**src/rtl/lector_destinos.sv**
```systemverilog
// Drain side of the interconnect: arbitrates pops between destination FIFOs D0/D1,
// captures returned words two clocks later and checks each word's destination bit.
module lector_destinos #(
  parameter int DATA_W = 6,
  parameter int CNT_W  = 8,
  parameter int BURST  = 4
) (
  input  logic              clk,
  input  logic              reset,
  input  logic              enable,
  input  logic              init,
  input  logic              empty_d0,
  input  logic              empty_d1,
  input  logic              almost_empty_d0,
  input  logic              almost_empty_d1,
  input  logic [DATA_W-1:0] data_out0,
  input  logic [DATA_W-1:0] data_out1,
  output logic              pop_D0,
  output logic              pop_D1,
  output logic [DATA_W-1:0] data_rx,
  output logic              valid_rx,
  output logic              src_rx,
  output logic [CNT_W-1:0]  count_d0,
  output logic [CNT_W-1:0]  count_d1,
  output logic [CNT_W-1:0]  err_count,
  output logic              dest_error
);

  localparam int BW = $clog2(BURST + 1);

  typedef enum logic [1:0] {IDLE, SERVE0, SERVE1} state_t;

  state_t          state, state_n;
  logic            last_served, last_n;
  logic [BW-1:0]   burst_cnt, burst_n;
  logic            pop0_n, pop1_n;
  logic            elig0, elig1, burst_max;
  logic            tag_vld, tag_src;
  logic [DATA_W-1:0] cap_word;
  logic            mismatch;

  // A pop already in flight consumes one word, so keep popping only above the threshold.
  assign elig0     = !empty_d0 && (!pop_D0 || !almost_empty_d0);
  assign elig1     = !empty_d1 && (!pop_D1 || !almost_empty_d1);
  assign burst_max = (burst_cnt == BW'(BURST));

  always_comb begin
    state_n = state;
    last_n  = last_served;
    burst_n = burst_cnt;
    pop0_n  = 1'b0;
    pop1_n  = 1'b0;
    if (enable) begin
      case (state)
        IDLE: begin
          if (elig0 && (last_served || !elig1)) begin
            state_n = SERVE0; last_n = 1'b0; pop0_n = 1'b1; burst_n = BW'(1);
          end else if (elig1) begin
            state_n = SERVE1; last_n = 1'b1; pop1_n = 1'b1; burst_n = BW'(1);
          end
        end
        SERVE0: begin
          if ((burst_max && !empty_d1) || (!elig0 && elig1)) begin
            state_n = SERVE1; last_n = 1'b1; pop1_n = 1'b1; burst_n = BW'(1);
          end else if (elig0) begin
            pop0_n  = 1'b1;
            burst_n = burst_max ? burst_cnt : burst_cnt + BW'(1);
          end else begin
            state_n = IDLE; burst_n = '0;
          end
        end
        SERVE1: begin
          if ((burst_max && !empty_d0) || (!elig1 && elig0)) begin
            state_n = SERVE0; last_n = 1'b0; pop0_n = 1'b1; burst_n = BW'(1);
          end else if (elig1) begin
            pop1_n  = 1'b1;
            burst_n = burst_max ? burst_cnt : burst_cnt + BW'(1);
          end else begin
            state_n = IDLE; burst_n = '0;
          end
        end
        default: begin
          state_n = IDLE; burst_n = '0;
        end
      endcase
    end
  end

  always_ff @(posedge clk or posedge reset) begin
    if (reset) begin
      state       <= IDLE;
      last_served <= 1'b0;
      burst_cnt   <= '0;
      pop_D0      <= 1'b0;
      pop_D1      <= 1'b0;
    end else begin
      state       <= state_n;
      last_served <= last_n;
      burst_cnt   <= burst_n;
      pop_D0      <= pop0_n;
      pop_D1      <= pop1_n;
    end
  end

  // Tag stage lines up with the FIFO's registered read data one edge after the pop.
  assign cap_word = tag_src ? data_out1 : data_out0;
  assign mismatch = (cap_word[4] != tag_src);

  always_ff @(posedge clk or posedge reset) begin
    if (reset) begin
      tag_vld    <= 1'b0;
      tag_src    <= 1'b0;
      valid_rx   <= 1'b0;
      src_rx     <= 1'b0;
      data_rx    <= '0;
      count_d0   <= '0;
      count_d1   <= '0;
      err_count  <= '0;
      dest_error <= 1'b0;
    end else begin
      tag_vld  <= pop_D0 | pop_D1;
      tag_src  <= pop_D1;
      valid_rx <= tag_vld;
      if (tag_vld) begin
        data_rx <= cap_word;
        src_rx  <= tag_src;
      end
      if (init) begin
        count_d0   <= '0;
        count_d1   <= '0;
        err_count  <= '0;
        dest_error <= 1'b0;
      end else if (tag_vld) begin
        if (!tag_src && count_d0 != '1) count_d0 <= count_d0 + CNT_W'(1);
        if (tag_src && count_d1 != '1)  count_d1 <= count_d1 + CNT_W'(1);
        if (mismatch) begin
          dest_error <= 1'b1;
          if (err_count != '1) err_count <= err_count + CNT_W'(1);
        end
      end
    end
  end

endmodule

```
**config.mk**
```make
export PLATFORM = sky130hd
export DESIGN_NAME = lector_destinos
export DESIGN_NICKNAME = d
export VERILOG_FILES = /design/src/rtl/lector_destinos.sv
export SDC_FILE = /design/constraint.sdc
export NUM_CORES = 1
export LEC_CHECK = 0
export ABC_CLOCK_PERIOD_IN_PS = 2050
export CAP_MARGIN = 20
export CORE_MARGIN = 1
export CORE_UTILIZATION = 49
export CTS_CLUSTER_DIAMETER = 50
export DETAILED_ROUTE_END_ITERATION = 10
export PLACE_DENSITY = 0.79
export SLEW_MARGIN = 20
export SYNTH_ARGS = -nofsm -noshare
export SYNTH_HDL_FRONTEND = slang
export SYNTH_SLANG_ARGS = --single-unit
```
**constraint.sdc**
```tcl
create_clock -name clk -period 2.05 [get_ports clk]
set_input_delay 0.205 -clock clk [delete_from_list [all_inputs] [get_ports clk]]
set_output_delay 0.205 -clock clk [all_outputs]
set_load 0.1 [all_outputs]
```
==> impl_results.md <==
- P_sw: 0.00177 W
- Layout Skew: 0.00701 ns
- Area Overhead vs Synth: 27.9%
- Hold violation count in the final report: 0
- CP max stage delay: 0.40 ns
- Worst vdd ir: 831 uV
- Crit. End Element: flop
- Sequential power share: 31.2%
- Clock root buffer master: clkbuf_8
- Routability cong.: 0.911
- Met2 GRT Util: 35.0%
- Pre-CTS setup slack: 0.235 ns
- Comb pwr share: 48.5%
- Final #Nets: 327
- Worst Tran Pin Value: 0.544 ns
- Sequential-to-total area share from yosys stat: 45.9%
- Die Height: 71.2 um
- Final Max Slew Viols: 0
- Die W: 71.2 um
- Vias per cell: 5.60
- Synthesized flop and latch total: 43
- Crit path max-delay family: compound AO/OA/AOI/OAI gates
- Max Buffers Root-to-Sink: 2
- Predominant post-synthesis flop cell: dfrtp_1
- DIE AREA: 0.00506 mm2
- First-pass GRT wire length: 8590 um
- Hold Crit Class: primary input to asynchronous set/reset pin
- Net count after synthesis: 270
- Fmax: 548 MHz
- Number of synthesized flops with an enable pin: 0
- Clock network power share: 20.3%
- Static Leak: 1.33 nW
- Critical path launch point type: flop
- Setup violators final: 0
- Yosys cell types: 54
- Drt wl/cell: 14.0 um
- Synthesized cell area: 0.00234 mm2
- Critical Path Slowest Stage Cell: dfrtp_1
- Clk_lat worst skew: 0.29 ns
- DP Cell Count: 343
- Hold buffers post-CTS: 0
- Yosys warns: 0
- WHS: 0.332 ns
- FFs w/ async S/R, synth: 100%
- Gr usage total: 21.5%
- Commonest non-fill, non-tap cells in the layout: buf_4, nor2_1, dfrtp_1
- Final ANT Viol Nets: 0
- Top Usage Layer GRT: met2
- Synth top area cells: dfrtp_1, nor2_1, xnor2_1
- Power Density: 1270 mW/mm2
- DR DRC count: 4
- Number of buffers created by CTS: 5
- Register-to-Register Path Depth: 7
- CTS tree: yes
- Post-cts resize count: 0
- Largest net degree at the start of global routing: 44
- Core Rows: 24
- IO Port Bufs: 54
- Gr ovfl total: 0
- Post-synth top area cell: dfrtp_1
- Ratio of cells with drive above 1 in the final layout: 22.7%
- CTS HTree Levels: 2
- CP required: 2.23 ns
- P_int: 0.00204 W
- Setup slack after layout: 0.224 ns
- Maxcap violations: 0
- Sw Share: 46.4%
- CTS Sinks: 43
- Final period util: 89.1%
- CP Depth: 7
- Relative slew slack: 63.8%
- Critical path class: flop to flop
- Final min period: 1.83 ns
- Outcome: finished with violations
- Setup TNS: 0 ns
- Setup bufs post-CTS: 0
- Max FO, Critical Path: 4
- Mean post-synth cell area: 9.72 um2
- DP Wirelength: 3640 um
- Post-Layout Cell Count: 351
- # diodes: 0
- Synth Instances: 241
- Critical Path, Cell by Cell: inv_1 -> ha_1 -> nand2_1 -> o21ai_1 -> o21ai_1 -> a21oi_1 -> mux2_2
- Number of global-route vias before repair: 1892
- Synth top area share: 45.9%
- WL final: 4910 um
- Commonest non-fill, non-tap cell in the layout: buf_4
- RSZ-0062 raised after global routing: no
- Most used cell, CP: o21ai_1
- Ports: 55
- Failing checks: design-rule violations
- Initial core utilization: 52.4%
- Vias post-DR: 1964
- GR Layer Usage met3: 4.84%
- Initial DRC Count: 118
- Clock Pin Slew Worst Setup and Hold Paths: 0.08 ns
- Met1 usage: 28.9%
- Drt first pass iters: 7
- Crit path DAT: 2.01 ns
- Initial antenna violation count: 0
- Buf+Inv Stages, Crit Path: 1
- Placeable Area: 0.00447 mm2
## registers in the layout, indices dropped and copies added, names as in the netlist
register / flops
burst_cnt: 3
count_d0: 8
count_d1: 8
data_rx: 6
dest_error: 1
err_count: 8
last_served: 1
pop_D0: 1
pop_D1: 1
src_rx: 1
state: 2
tag_src: 1
tag_vld: 1
valid_rx: 1
## synthesized netlist by cell type, types with 2 or more instances
master	instances
nor3_1	6
o21a_1	2
buf_1	2
clkbuf_1	4
nand4_1	3
and3_1	2
o21ai_1	4
o21ai_0	3
a21o_1	2
dfrtp_1	43
or4_1	2
nand2b_1	2
nand2_1	16
nor2_1	35
o21ba_1	2
inv_1	11
a32o_1	2
mux2i_1	8
a31oi_1	8
mux2_2	2
a211oi_1	2
nand3_1	9
a21oi_1	17
xnor2_1	13
xor2_1	4
ha_1	9
## cell type report
type | instances | area [um2]
multi-input cells | 176 | 1170
fillers | 379 | 1480
flip-flops and latches | 43 | 1090
clock inverters | 2 | 60.1
repair buffers | 59 | 490
well taps | 52 | 65.1
clock buffers | 6 | 72.6
inverters | 13 | 48.8
## power groups by stage
stage	registers [W]	clock network (W)	logic, W
floorplan	0.00194	0	0.000706
global placement	0.00119	0	0.00184
detailed placement	0.00120	0	0.00185
CTS	0.00119	0.000797	0.00185
global route	0.00122	0.000832	0.00198
finish	0.00119	0.000773	0.00184
## per-stage QoR
| step | utilization, % | total power [W] | area, um2 |
|---|---|---|---|
| after floorplan | - | 0.00264 | 2350 |
| after CTS | 67.0 | 0.00384 | 3000 |
| after detailed placement | 64.0 | 0.00305 | 2860 |
| after global placement | 64.0 | 0.00304 | 2860 |
| after global routing | 67.0 | 0.00403 | 3000 |
| final | 67.0 | 0.00380 | 3000 |
## metal layers
metal	part of all wire [%]	wire, um
met1	45	2220
met2	49	2390
met3	5.0	244
met4	1.1	52
met5	0	0
## cells by family (layout without fill, tap and decap cells)
| kind of cell | after synthesis | count (layout) | share of synthesized area, % |
|---|---|---|---|
| xor+xnor | 17 | 17 | 6.35 |
| mux | 10 | 10 | 4.38 |
| buf+inv | 22 | 80 | 4.06 |
| compound gates | 54 | 54 | 16.5 |
| simple gates | 86 | 86 | 18.0 |
| fa+ha+maj | 9 | 9 | 4.81 |
| flops | 43 | 43 | 45.9 |
## worst reg2reg max path: cells and delay by family, from the launching register on
kind,cells,cell delay [ns]
buffers and inverters,1,0.09
adder cells (fa/ha/maj),1,0.18
flip-flops,1,0.40
AND/OR/NAND/NOR,1,0.14
multiplexers,1,0.34
AO/OA/AOI/OAI,3,0.56
## worst paths after layout
kind	from	end	slack [ns]
setup / recovery	burst_cnt[0]	last_served	0.22
max in group asynchronous	reset	err_count[0]	1.30
hold reg to reg	src_rx	src_rx	0.52
setup reg to reg	burst_cnt[0]	last_served	0.22
hold / removal	reset	burst_cnt[0]	0.33
min in group clk	src_rx	src_rx	0.52
No activity file was read; power rests on OpenSTA's default activity.
